### src/rtl/alu_issue_ctrl_if.sv
// Bundle of command, ALU-side and response signals for alu_issue_ctrl.
// rsp_zero exists only when ALU_ISSUE_ZFLAG_EN is defined.
interface alu_issue_ctrl_if;
  logic        cmd_valid;
  logic        cmd_ready;
  logic [2:0]  cmd_op_select;
  logic [2:0]  cmd_operation;
  logic [31:0] cmd_operand1;
  logic [31:0] cmd_operand2;
  logic        alu_enable;
  logic [2:0]  alu_op_select;
  logic [2:0]  alu_operation;
  logic [31:0] alu_input1;
  logic [31:0] alu_input2;
  logic [31:0] alu_result;
  logic        rsp_valid;
  logic        rsp_ready;
  logic [31:0] rsp_data;
  logic [15:0] done_count;
`ifdef ALU_ISSUE_ZFLAG_EN
  logic        rsp_zero;
`endif

  modport slave (
`ifdef ALU_ISSUE_ZFLAG_EN
    output rsp_zero,
`endif
    input  cmd_valid, cmd_op_select, cmd_operation, cmd_operand1, cmd_operand2,
    input  alu_result, rsp_ready,
    output cmd_ready, alu_enable, alu_op_select, alu_operation, alu_input1, alu_input2,
    output rsp_valid, rsp_data, done_count
  );

  modport master (
`ifdef ALU_ISSUE_ZFLAG_EN
    input  rsp_zero,
`endif
    output cmd_valid, cmd_op_select, cmd_operation, cmd_operand1, cmd_operand2,
    output alu_result, rsp_ready,
    input  cmd_ready, alu_enable, alu_op_select, alu_operation, alu_input1, alu_input2,
    input  rsp_valid, rsp_data, done_count
  );
endinterface

### src/rtl/alu_issue_ctrl.sv
// Issues one command at a time to an external ALU, waits RESULT_LATENCY cycles, then holds the result
// until the consumer takes it. Optional zero flag on the response: define ALU_ISSUE_ZFLAG_EN.
module alu_issue_ctrl #(
  parameter int unsigned RESULT_LATENCY = 1
) (
  input logic             clock,
  input logic             reset,
  alu_issue_ctrl_if.slave bus
);
  localparam int DATA_W = 32;

  typedef enum logic [1:0] {IDLE, ISSUE, WAIT, RESP} state_t;

  state_t              state_q, state_d;
  logic [2:0]          op_select_q, op_select_d;
  logic [2:0]          operation_q, operation_d;
  logic [DATA_W-1:0]   operand1_q, operand1_d;
  logic [DATA_W-1:0]   operand2_q, operand2_d;
  logic [3:0]          wait_cnt_q, wait_cnt_d;
  logic [DATA_W-1:0]   rsp_data_q, rsp_data_d;
  logic [15:0]         done_count_q, done_count_d;
  logic                cmd_ready_c;
  logic                alu_enable_c;
  logic                rsp_valid_c;
`ifdef ALU_ISSUE_ZFLAG_EN
  logic                rsp_zero_q, rsp_zero_d;
`endif

  always_comb begin
    state_d      = state_q;
    op_select_d  = op_select_q;
    operation_d  = operation_q;
    operand1_d   = operand1_q;
    operand2_d   = operand2_q;
    wait_cnt_d   = wait_cnt_q;
    rsp_data_d   = rsp_data_q;
    done_count_d = done_count_q;
`ifdef ALU_ISSUE_ZFLAG_EN
    rsp_zero_d   = rsp_zero_q;
`endif
    cmd_ready_c  = 1'b0;
    alu_enable_c = 1'b0;
    rsp_valid_c  = 1'b0;
    case (state_q)
      IDLE: begin
        cmd_ready_c = 1'b1;
        if (bus.cmd_valid) begin
          op_select_d = bus.cmd_op_select;
          operation_d = bus.cmd_operation;
          operand1_d  = bus.cmd_operand1;
          operand2_d  = bus.cmd_operand2;
          state_d     = ISSUE;
        end
      end
      ISSUE: begin
        alu_enable_c = 1'b1;
        wait_cnt_d   = 4'(RESULT_LATENCY);
        state_d      = WAIT;
      end
      WAIT: begin
        wait_cnt_d = wait_cnt_q - 4'd1;
        // Counter value 1 marks the edge on which the ALU output is valid.
        if (wait_cnt_q == 4'd1) begin
          rsp_data_d = bus.alu_result;
`ifdef ALU_ISSUE_ZFLAG_EN
          rsp_zero_d = (bus.alu_result == '0);
`endif
          state_d    = RESP;
        end
      end
      RESP: begin
        rsp_valid_c = 1'b1;
        if (bus.rsp_ready) begin
          done_count_d = done_count_q + 16'd1;
          state_d      = IDLE;
        end
      end
      default: state_d = IDLE;
    endcase
  end

  // Command/response state register stage
  always_ff @(posedge clock or posedge reset) begin
    if (reset) begin
      state_q      <= IDLE;
      op_select_q  <= '0;
      operation_q  <= '0;
      operand1_q   <= '0;
      operand2_q   <= '0;
      wait_cnt_q   <= '0;
      rsp_data_q   <= '0;
      done_count_q <= '0;
`ifdef ALU_ISSUE_ZFLAG_EN
      rsp_zero_q   <= 1'b0;
`endif
    end else begin
      state_q      <= state_d;
      op_select_q  <= op_select_d;
      operation_q  <= operation_d;
      operand1_q   <= operand1_d;
      operand2_q   <= operand2_d;
      wait_cnt_q   <= wait_cnt_d;
      rsp_data_q   <= rsp_data_d;
      done_count_q <= done_count_d;
`ifdef ALU_ISSUE_ZFLAG_EN
      rsp_zero_q   <= rsp_zero_d;
`endif
    end
  end

  // Ready is masked directly by reset so nothing is offered while it is held.
  assign bus.cmd_ready     = cmd_ready_c & ~reset;
  assign bus.alu_enable    = alu_enable_c;
  assign bus.alu_op_select = op_select_q;
  assign bus.alu_operation = operation_q;
  assign bus.alu_input1    = operand1_q;
  assign bus.alu_input2    = operand2_q;
  assign bus.rsp_valid     = rsp_valid_c;
  assign bus.rsp_data      = rsp_data_q;
  assign bus.done_count    = done_count_q;
`ifdef ALU_ISSUE_ZFLAG_EN
  assign bus.rsp_zero      = rsp_zero_q;
`endif
endmodule

### src/flat_wrapper.sv
// flat-port wrapper written by rule: the top's interface ports become plain ports
module alu_issue_ctrl_flat 
#(
  parameter int unsigned RESULT_LATENCY = 1
)
  (clock, reset, bus_cmd_valid, bus_cmd_op_select, bus_cmd_operation, bus_cmd_operand1, bus_cmd_operand2, bus_alu_result, bus_rsp_ready, bus_cmd_ready, bus_alu_enable, bus_alu_op_select, bus_alu_operation, bus_alu_input1, bus_alu_input2, bus_rsp_valid, bus_rsp_data, bus_done_count);
  alu_issue_ctrl_if bus_i ();
  input logic clock;
  input logic reset;
  input wire logic [$bits(bus_i.cmd_valid)-1:0] bus_cmd_valid;
  input wire logic [$bits(bus_i.cmd_op_select)-1:0] bus_cmd_op_select;
  input wire logic [$bits(bus_i.cmd_operation)-1:0] bus_cmd_operation;
  input wire logic [$bits(bus_i.cmd_operand1)-1:0] bus_cmd_operand1;
  input wire logic [$bits(bus_i.cmd_operand2)-1:0] bus_cmd_operand2;
  input wire logic [$bits(bus_i.alu_result)-1:0] bus_alu_result;
  input wire logic [$bits(bus_i.rsp_ready)-1:0] bus_rsp_ready;
  output wire logic [$bits(bus_i.cmd_ready)-1:0] bus_cmd_ready;
  output wire logic [$bits(bus_i.alu_enable)-1:0] bus_alu_enable;
  output wire logic [$bits(bus_i.alu_op_select)-1:0] bus_alu_op_select;
  output wire logic [$bits(bus_i.alu_operation)-1:0] bus_alu_operation;
  output wire logic [$bits(bus_i.alu_input1)-1:0] bus_alu_input1;
  output wire logic [$bits(bus_i.alu_input2)-1:0] bus_alu_input2;
  output wire logic [$bits(bus_i.rsp_valid)-1:0] bus_rsp_valid;
  output wire logic [$bits(bus_i.rsp_data)-1:0] bus_rsp_data;
  output wire logic [$bits(bus_i.done_count)-1:0] bus_done_count;
  assign bus_i.cmd_valid = bus_cmd_valid;
  assign bus_i.cmd_op_select = bus_cmd_op_select;
  assign bus_i.cmd_operation = bus_cmd_operation;
  assign bus_i.cmd_operand1 = bus_cmd_operand1;
  assign bus_i.cmd_operand2 = bus_cmd_operand2;
  assign bus_i.alu_result = bus_alu_result;
  assign bus_i.rsp_ready = bus_rsp_ready;
  assign bus_cmd_ready = bus_i.cmd_ready;
  assign bus_alu_enable = bus_i.alu_enable;
  assign bus_alu_op_select = bus_i.alu_op_select;
  assign bus_alu_operation = bus_i.alu_operation;
  assign bus_alu_input1 = bus_i.alu_input1;
  assign bus_alu_input2 = bus_i.alu_input2;
  assign bus_rsp_valid = bus_i.rsp_valid;
  assign bus_rsp_data = bus_i.rsp_data;
  assign bus_done_count = bus_i.done_count;
  alu_issue_ctrl #(.RESULT_LATENCY(RESULT_LATENCY)) u_core (.clock(clock), .reset(reset), .bus(bus_i));
endmodule
### config.mk
export PLATFORM = sky130hd
export DESIGN_NAME = alu_issue_ctrl_flat
export DESIGN_NICKNAME = d
export VERILOG_FILES = /design/src/rtl/alu_issue_ctrl_if.sv /design/src/rtl/alu_issue_ctrl.sv /design/src/flat_wrapper.sv
export SDC_FILE = /design/constraint.sdc
export NUM_CORES = 1
export LEC_CHECK = 0
export ABC_AREA = 1
export ABC_CLOCK_PERIOD_IN_PS = 3510
export CAP_MARGIN = 20
export CORE_ASPECT_RATIO = 0.6
export CORE_MARGIN = 2
export CORE_UTILIZATION = 38
export DETAILED_ROUTE_END_ITERATION = 10
export PLACE_DENSITY = 0.83
export SETUP_SLACK_MARGIN = 0.3
export SYNTH_ARGS = -nofsm -noshare
export SYNTH_HDL_FRONTEND = slang
export SYNTH_SLANG_ARGS = --single-unit
### constraint.sdc
create_clock -name clock -period 3.51 [get_ports clock]
set_input_delay 0.351 -clock clock [delete_from_list [all_inputs] [get_ports clock]]
set_output_delay 0.351 -clock clock [all_outputs]
set_load 0.1 [all_outputs]
; ---- Yosys cells after proc, flatten, opt, wreduce, memory -nomap -nowiden
; Cells that the tools add are included.
[op_classes]
addsub = 2
eq_ne = 7
muxes = 8
bitwise = 2
reduce_logical = 6
[op_table]
columns = operator, n
row1 = $add A16 B1 Y16 const B, 1
row2 = $pmux W2 S4, 1
row3 = $pmux W4 S2, 1
row4 = $mux W2, 3
row5 = $reduce_and A2 Y1, 3
row6 = $eq A2 B2 Y1 const B, 2
row7 = $eq A4 B1 Y1 const B, 1
row8 = $ne A2 B2 Y1 const B, 2
row9 = $sub A4 B1 Y4 const B, 1
row10 = $mux W1, 3
row11 = $reduce_and A3 Y1, 1
row12 = $eq A2 B1 Y1 const B, 1
row13 = $logic_not A2 Y1, 1
row14 = $ne A2 B1 Y1 const B, 1
row15 = $reduce_bool A2 Y1, 1
row16 = $and A1 B1 Y1, 1
row17 = $not A1 Y1, 1
[totals]
ff_bits = 124
input_bits = 106
out_inout_bits = 121
wordCells = 33

; ---- Logic depth before layout (Yosys ltp)
; Gate-level depths: netlist of the first run.
[logic_depth]
word_depth = 3
mapped_depth = 8

; ---- Worst setup path after synthesis of the first run
; No wires, ideal clock.
[synth_timing]
path_kind = register to output
from = reg u_core.state_q[0]
to = out bus_cmd_ready
arrival_time_ps = 1997
path_slack_ps = 1162
stages_incl_launch_ff = 5
path_cell_list = dfrtp_1 inv_1 ha_1 inv_1 nor2_1
[synth_between]
elab_chain_cells = 3
[synth_lines]
columns = element, line
row1 = start: declaration, alu_issue_ctrl.sv:14  ; state_t state_q, state_d;
row2 = start signal: assignment, alu_issue_ctrl.sv:97  ; state_q <= state_d;
row3 = $logic_not A2 Y1, alu_issue_ctrl.sv:44  ; case (state_q)
row4 = $mux W1, alu_issue_ctrl.sv:44
row5 = $and A1 B1 Y1, alu_issue_ctrl.sv:112  ; assign bus.cmd_ready = cmd_ready_c & ~reset;
row6 = end: declaration, flat_wrapper.sv:17  ; output wire logic [$bits(bus_i.cmd_ready)-1:0] bus_cmd_ready;
; Every way passes these cells.

; ---- Final worst setup path of the first run
[layout_timing]
from = reg u_core.state_q[0]
to = out bus_rsp_valid
[layout_between]
elab_chain_cells = 2
[layout_lines]
columns = element, line
row1 = $eq A2 B2 Y1, alu_issue_ctrl.sv:44
row2 = $mux W1, alu_issue_ctrl.sv:44
row3 = end: declaration, flat_wrapper.sv:23  ; output wire logic [$bits(bus_i.rsp_valid)-1:0] bus_rsp_valid;
; Every way passes these cells.

==> metrics.md, run 1 <==
| Metric | Value |
|---|---|
| Status | `completed` |
| Synthesized area | `5070 um^2` |
| Multi-input gate area in the final layout | `around 1700 um^2` |
| Met2 Use GR | `31.8%` |
| Flop and latch count out of synthesis | `124` |
| # port buffers | `226` |
| Die W | `153 um` |
| Gr usage total | `18.6%` |
| Crit-path leading delay family | `buffers and inverters` |
| Vias after detailed routing | `3924` |
| Netlist cell types | `25` |
| Share of layout cells above drive strength 1 | `17.0%` |
| Mapped Cells | `about 430` |
| Grt met1 use | `21.8%` |
| Required @ worst endpoint | `3160 ps` |
| Fin. max-slew vios | `0` |
| Setup CP Type | `reg -> out` |
| Chip height | `93.5 um` |
| Post-CTS Setup Bufs | `0` |
| Clock latency on the worst-skew pair | `400 ps` |
| Synthesized Nets | `between 500 and 600` |
| CP endpoint kind | `output port` |
| Critical path origin | `u_core.state_q[0]$_DFFE_PP0P_` |
| # Max-Cap Violations | `0` |
| Worst Setup Start Kind | `register` |
| Fillers | `1024` |
| Initial core utilization | `39.2%` |
| Vias in the first global route | `4162` |
| Root buffer cell | `clkbuf_16` |
| Syn avg cell area | `roughly 12 um^2` |
| N_diodes | `0` |
| Final wirelength | `12900 um` |
| Ys Warns | `0` |
| Register Area | `3100 um^2` |
| Min Hold Slack | `477 ps` |
| RD Place Congestion | `between 0.8 and 0.9` |
| Antenna violations before repair | `0` |
| Worst r2r path cells | `4` |
| Final Critical Period | `about 2500 ps` |
| Clock sink count | `124` |
| Clock transition at path regs | `60 ps` |
| WL/cell | `15.3 um` |
| R2r startpoint | `u_core.state_q[0]$_DFFE_PP0P_` |
| DRT iter0 DRCs | `136` |
| CTS Hold Bufs | `0` |
| Remaining antenna violation count | `0` |
| Final hold vios | `0` |
| Slew headroom | `31.7%` |
| Tightest Pin Transition | `1020 ps` |
| Commonest non-fill, non-tap cell in the layout | `clkdlybuf4s50_1` |
| GR peak layer | `met2` |
| Largest net degree at the start of global routing | `90` |
| First-pass GRT wire length | `21000 um` |
| Nets@finish | `about 770` |
| Crit-path max cell delay | `1160 ps` |
| M3 GR Usage | `between 7 and 8%` |
| Die area | `14300 um^2` |
| Critical-path top delay cell | `clkdlybuf4s50_1` |
| RSZ-0062 raised after global routing | `false` |
| Area growth, synth to finish | `60.0%` |
| Vias/cell | `approximately 4.7` |
| CTS Buf Count | `17` |
| Max Buffers Root-to-Sink | `2` |
| Core box area | `about 13000 um^2` |
| Final setup TNS | `0 ps` |
| Crit-path max FO | `4` |
| FMAX | `396 MHz` |
| Period utilization | `just over 70%` |
| Post-synthesis sequential area ratio | `61.2%` |
| GR Overflow Total | `0` |
| TritonCTS clock tree | `built` |
| WP depth | `2` |
| Buffers plus inverters on the worst setup path | `1` |
| Post-CTS sizing | `0` |
| Min-Delay Path Class | `in -> async` |
| Crit path cell chain | `ha_1 > clkdlybuf4s50_1` |
| Most frequent cells in the layout | `clkdlybuf4s50_1, dfrtp_1, mux2_2, nand2_1, inv_1` |
| Dpl hpwl | `9300 um` |
| Drt first pass iters | `5` |
| Htree depth | `4` |
| Arr. time, crit path | `2180 ps` |
| Num ports | `227` |
| # rows | `32` |
| Setup Viol. Count Final | `0` |
| DRC | `0` |
| Clock Skew | `9.05 ps` |
-- cells by family after synthesis --
| kind of cell | synth area share (%) |
|---|---|
| compound gates | 4.17 |
| xor+xnor | 1.56 |
| fa+ha+maj | 1.73 |
| buf+inv | 5.93 |
| flops | 61.2 |
| mux | 15.6 |
| simple gates | 9.83 |
-- area by class of cell --
class / instances / share of cell area (%)
Clock buffer: 20 / 5.63
Clock inverter: 11 / 2.36
Inverter: 51 / 2.41
Sequential cell: 124 / 38.3
Tap cell: 170 / 2.62
Timing Repair Buffer: 228 / 28.2
Multi-Input combinational cell: 238 / 20.5
-- final timing paths --
kind / slack, ps / endpoint
min in group clock: 490 / u_core.bus.rsp_data[6]$_DFFE_PP0P_
setup reg to reg: 1520 / u_core.bus.alu_input1[9]$_DFFE_PP0P_
hold reg to reg: 490 / u_core.bus.rsp_data[6]$_DFFE_PP0P_
setup / recovery: 980 / bus_rsp_valid
hold / removal: 480 / u_core.bus.done_count[4]$_DFFE_PP0P_
max in group asynchronous: 2090 / u_core.bus.alu_input1[27]$_DFFE_PP0P_
-- stage by stage --
stage	cells	cell area (um^2)	utilization [%]	setup slack, ps
global placement	811	7460	57.7	1410
CTS	842	8110	62.7	965
finish	842	8110	62.7	983
global route	842	8110	62.7	920
floorplan	426	5070	-	1160
detailed placement	811	7460	57.7	1380
-- Yosys cell counts --
master      n  area share, %
xnor2_1     5           0.86
nor2_4      3           0.67
buf_6       7            1.6
nand2_2     3           0.37
o21ai_1    32            3.2
nand3_1     5           0.49
nor3b_1     1           0.15
inv_1      51            3.8
nor3_1      1          0.099
nor2_1     15            1.1
nor2_2      2           0.25
nand3_2     1           0.20
a21oi_1     3           0.30
nand2_4     1           0.22
dfrtp_1   124             61
nand2_1    70            5.2
o22ai_1     1           0.12
and3_1      1           0.12
nand3b_1    4           0.59
buf_2       6           0.59
xor2_1      4           0.69
ha_1        7            1.7
o21ai_0     6           0.59
nand4_1     3           0.37
mux2_2     70             16
-- registers in the layout, indices dropped and copies added (netlist names) --
name	flops
u_core.bus.done_count	16
u_core.bus.alu_operation	3
u_core.wait_cnt_q	4
u_core.bus.alu_op_select	3
u_core.bus.alu_input1	32
u_core.state_q	2
u_core.bus.rsp_data	32
u_core.bus.alu_input2	32
-- per-layer routing --
| layer | vias up | wire length (um) |
|---|---|---|
| li1 | 1848 | - |
| met4 | 0 | 126 |
| met3 | 9 | 1060 |
| met2 | 162 | 6370 |
| met5 | - | 0 |
| met1 | 1905 | 5340 |
Power of run 1 is left out: the tool's default activity adds up to more than one toggle a clock period on the data nets, which glitch-free logic cannot reach.
==> run 2, diff against run 1 <==
--- a/config.mk
+++ b/config.mk
@@ -6,13 +6,13 @@
 export NUM_CORES = 1
 export LEC_CHECK = 0
 export ABC_AREA = 1
-export ABC_CLOCK_PERIOD_IN_PS = 3510
+export ABC_CLOCK_PERIOD_IN_PS = 2400
 export CAP_MARGIN = 20
 export CORE_ASPECT_RATIO = 0.6
 export CORE_MARGIN = 2
-export CORE_UTILIZATION = 38
+export CORE_UTILIZATION = 42
 export DETAILED_ROUTE_END_ITERATION = 10
-export PLACE_DENSITY = 0.83
+export PLACE_DENSITY = 0.87
 export SETUP_SLACK_MARGIN = 0.3
 export SYNTH_ARGS = -nofsm -noshare
 export SYNTH_HDL_FRONTEND = slang
==> constraint.sdc (replaced) <==
create_clock -name clock -period 2.4 [get_ports clock]
set_input_delay 0.24 -clock clock [delete_from_list [all_inputs] [get_ports clock]]
set_output_delay 0.24 -clock clock [all_outputs]
set_load 0.1 [all_outputs]
==> run 2 against run 1 <==
Die area fell by 9.2%. Setup slack worse by 480 ps. Wire length fell by 6.0%. Global-route usage decreased by 0.21 points. Register-to-register slack got worse by 1000 ps. Flip-flop and latch count stayed put. Utilization is 3.0 points higher. Critical path depth rose by 4. Via count is 2.9% lower. Cell area decreased by 3.5%.
==> metrics.md, run 2 (synthesis results as in run 1) <==
| Metric | Value |
|---|---|
| Clock latency on the worst-skew pair | `390 ps (about the same)` |
| CTS Hold Bufs | `0 (unchanged)` |
| M3 GR Usage | `5.61% (-1.6 points)` |
| Period utilization | `79.2%` |
| First-pass GRT wire length | `19000 um (-9.8%)` |
| Initial core utilization | `42.6% (+3.4 points)` |
| # port buffers | `226 (unchanged)` |
| RSZ-0062 raised after global routing | `false` |
| Share of layout cells above drive strength 1 | `35.6% (+19 points)` |
| Root buffer cell | `clkbuf_16` |
| Core box area | `11900 um^2 (-7.9%)` |
| Remaining antenna violation count | `0 (unchanged)` |
| Num ports | `227 (unchanged)` |
| Arr. time, crit path | `2170 ps (about the same)` |
| RD Place Congestion | `0.807 (+0.27%)` |
| R2r startpoint | `u_core.state_q[0]$_DFFE_PP0P_` |
| Slew headroom | `64.5% (+33 points)` |
| Design area | `7820 um^2 (-3.5%)` |
| # Max-Cap Violations | `0 (unchanged)` |
| Clock Skew | `7.19 ps (-1.87 ps)` |
| Drt first pass iters | `4 (-1)` |
| Final Critical Period | `1900 ps` |
| Gr usage total | `18.4% (-0.21 points)` |
| Post-CTS sizing | `0 (unchanged)` |
| Die W | `146 um (-4.8%)` |
| Post-CTS Setup Bufs | `0 (unchanged)` |
| Nets@finish | `777 (+0.52%)` |
| Final hold vios | `0 (unchanged)` |
| Setup Viol. Count Final | `0 (unchanged)` |
| Clock sink count | `124 (unchanged)` |
| CP endpoint kind | `register` |
| Crit path cell chain | `inv_1 > ha_1 > nand3_2 > buf_4 > nand2_1 > o21ai_1` |
| Most frequent cells in the layout | `buf_4, dfrtp_1, clkdlybuf4s50_1` |
| Worst R2R End | `u_core.bus.rsp_data[11]$_DFFE_PP0P_` |
| Tightest Pin Transition | `531 ps (-489 ps)` |
| FF-to-FF setup slack | `500 ps (-1020 ps)` |
| Largest net degree at the start of global routing | `71 (-21%)` |
| Vias in the first global route | `3848 (-7.5%)` |
| Critical-path top delay cell | `nand3_2` |
| Chip height | `89.1 um (-4.7%)` |
| Htree depth | `4 (unchanged)` |
| Grt met1 use | `23.6% (+1.8 points)` |
| Area post-placement | `7200 um^2 (-3.5%)` |
| N_diodes | `0 (unchanged)` |
| Vias/cell | `4.52 (-2.9%)` |
| Clock transition at path regs | `60 ps (about the same)` |
| CTS Buf Count | `17 (unchanged)` |
| WL/cell | `14.4 um (-6.0%)` |
| Setup CP Type | `reg -> reg` |
| Status | `completed` |
| TritonCTS clock tree | `built` |
| Crit-path max FO | `31 (+27)` |
| Die area | `13000 um^2 (-9.2%)` |
| Commonest non-fill, non-tap cell in the layout | `buf_4` |
| Dpl hpwl | `9170 um (-1.4%)` |
| Met2 Use GR | `30.8% (-0.98 points)` |
| Crit-path max cell delay | `460 ps (-700 ps)` |
| Worst r2r path cells | `6 (+2)` |
| # rows | `31 (-3.1%)` |
| GR Overflow Total | `0 (unchanged)` |
| FMAX | `526 MHz` |
| Area growth, synth to finish | `54.4%` |
| Required @ worst endpoint | `2670 ps (-490 ps)` |
| Final setup TNS | `0 ps (unchanged)` |
| Max Buffers Root-to-Sink | `2 (unchanged)` |
| DRC | `0 (unchanged)` |
| Final wirelength | `12100 um (-6.0%)` |
| Fin. max-slew vios | `0 (unchanged)` |
| Worst Setup Start Kind | `register` |
| Min-Delay Path Class | `in -> async` |
| Vias after detailed routing | `3809 (-2.9%)` |
| GR peak layer | `met2` |
| Antenna violations before repair | `0 (unchanged)` |
| Min Hold Slack | `276 ps (-201 ps)` |
| DRT iter0 DRCs | `166 (+22%)` |
-- run 2: cell types whose count changed in the layout (fill, tap and decap cells not counted), sizes merged --
cell           previous run  this run
buf                       3       127
clkdlybuf4s50           225       105
bufinv                    5         3
inv                      50        51
clkbuf                   20        22
-- run 2: worst max-delay path by stage --
| stage | start | endpoint | cells after the start |
|---|---|---|---|
| 5_1_grt | u_core.state_q[0]$_DFFE_PP0P_ | u_core.bus.rsp_data[11]$_DFFE_PP0P_ | 6 |
| 6_report | u_core.state_q[0]$_DFFE_PP0P_ | u_core.bus.rsp_data[11]$_DFFE_PP0P_ | 6 |
| 4_1_cts | u_core.state_q[0]$_DFFE_PP0P_ | u_core.bus.rsp_data[11]$_DFFE_PP0P_ | 6 |
| 3_3_place_gp | u_core.state_q[0]$_DFFE_PP0P_ | u_core.bus.rsp_data[0]$_DFFE_PP0P_ | 6 |
| 3_5_place_dp | u_core.state_q[0]$_DFFE_PP0P_ | u_core.bus.rsp_data[11]$_DFFE_PP0P_ | 6 |
| 2_1_floorplan | u_core.bus.done_count[0]$_DFFE_PP0P_ | u_core.bus.done_count[12]$_DFFE_PP0P_ | 6 |
-- run 2: layer usage --
layer / vias to the layer above / wire, um / part of all wire, %
met2: 144 / 5770 / 48
met5: - / 0 / 0
met3: 7 / 789 / 6.5
met4: 0 / 99 / 0.82
met1: 1802 / 5450 / 45
li1: 1856 / - / -
-- run 2: critical path: cells and delay by family, from the launching register on --
family,cells,cell delay (ps)
compound gates,1,80
buf+inv,2,480
simple gates,2,550
fa+ha+maj,1,240
flops,1,410
-- run 2: final cells by class --
type	count	area (um^2)
Fill cell	889	4080
Sequential cell	124	3100
Timing Repair Buffer	232	2030
Multi-Input combinational cell	238	1670
Clock buffer	22	484
Tap cell	165	206
Inverter	51	195
Clock inverter	10	136
-- run 2: metrics by stage --
step | setup slack [ps] | cells | util [%]
3_5_place_dp | 500 | 810 | 60.5
6_report | 499 | 842 | 65.7
5_1_grt | 340 | 842 | 65.7
4_1_cts | 489 | 842 | 65.7
2_1_floorplan | 495 | 426 | -
3_3_place_gp | 646 | 810 | 60.5
Power of run 2 is left out for the same reason.
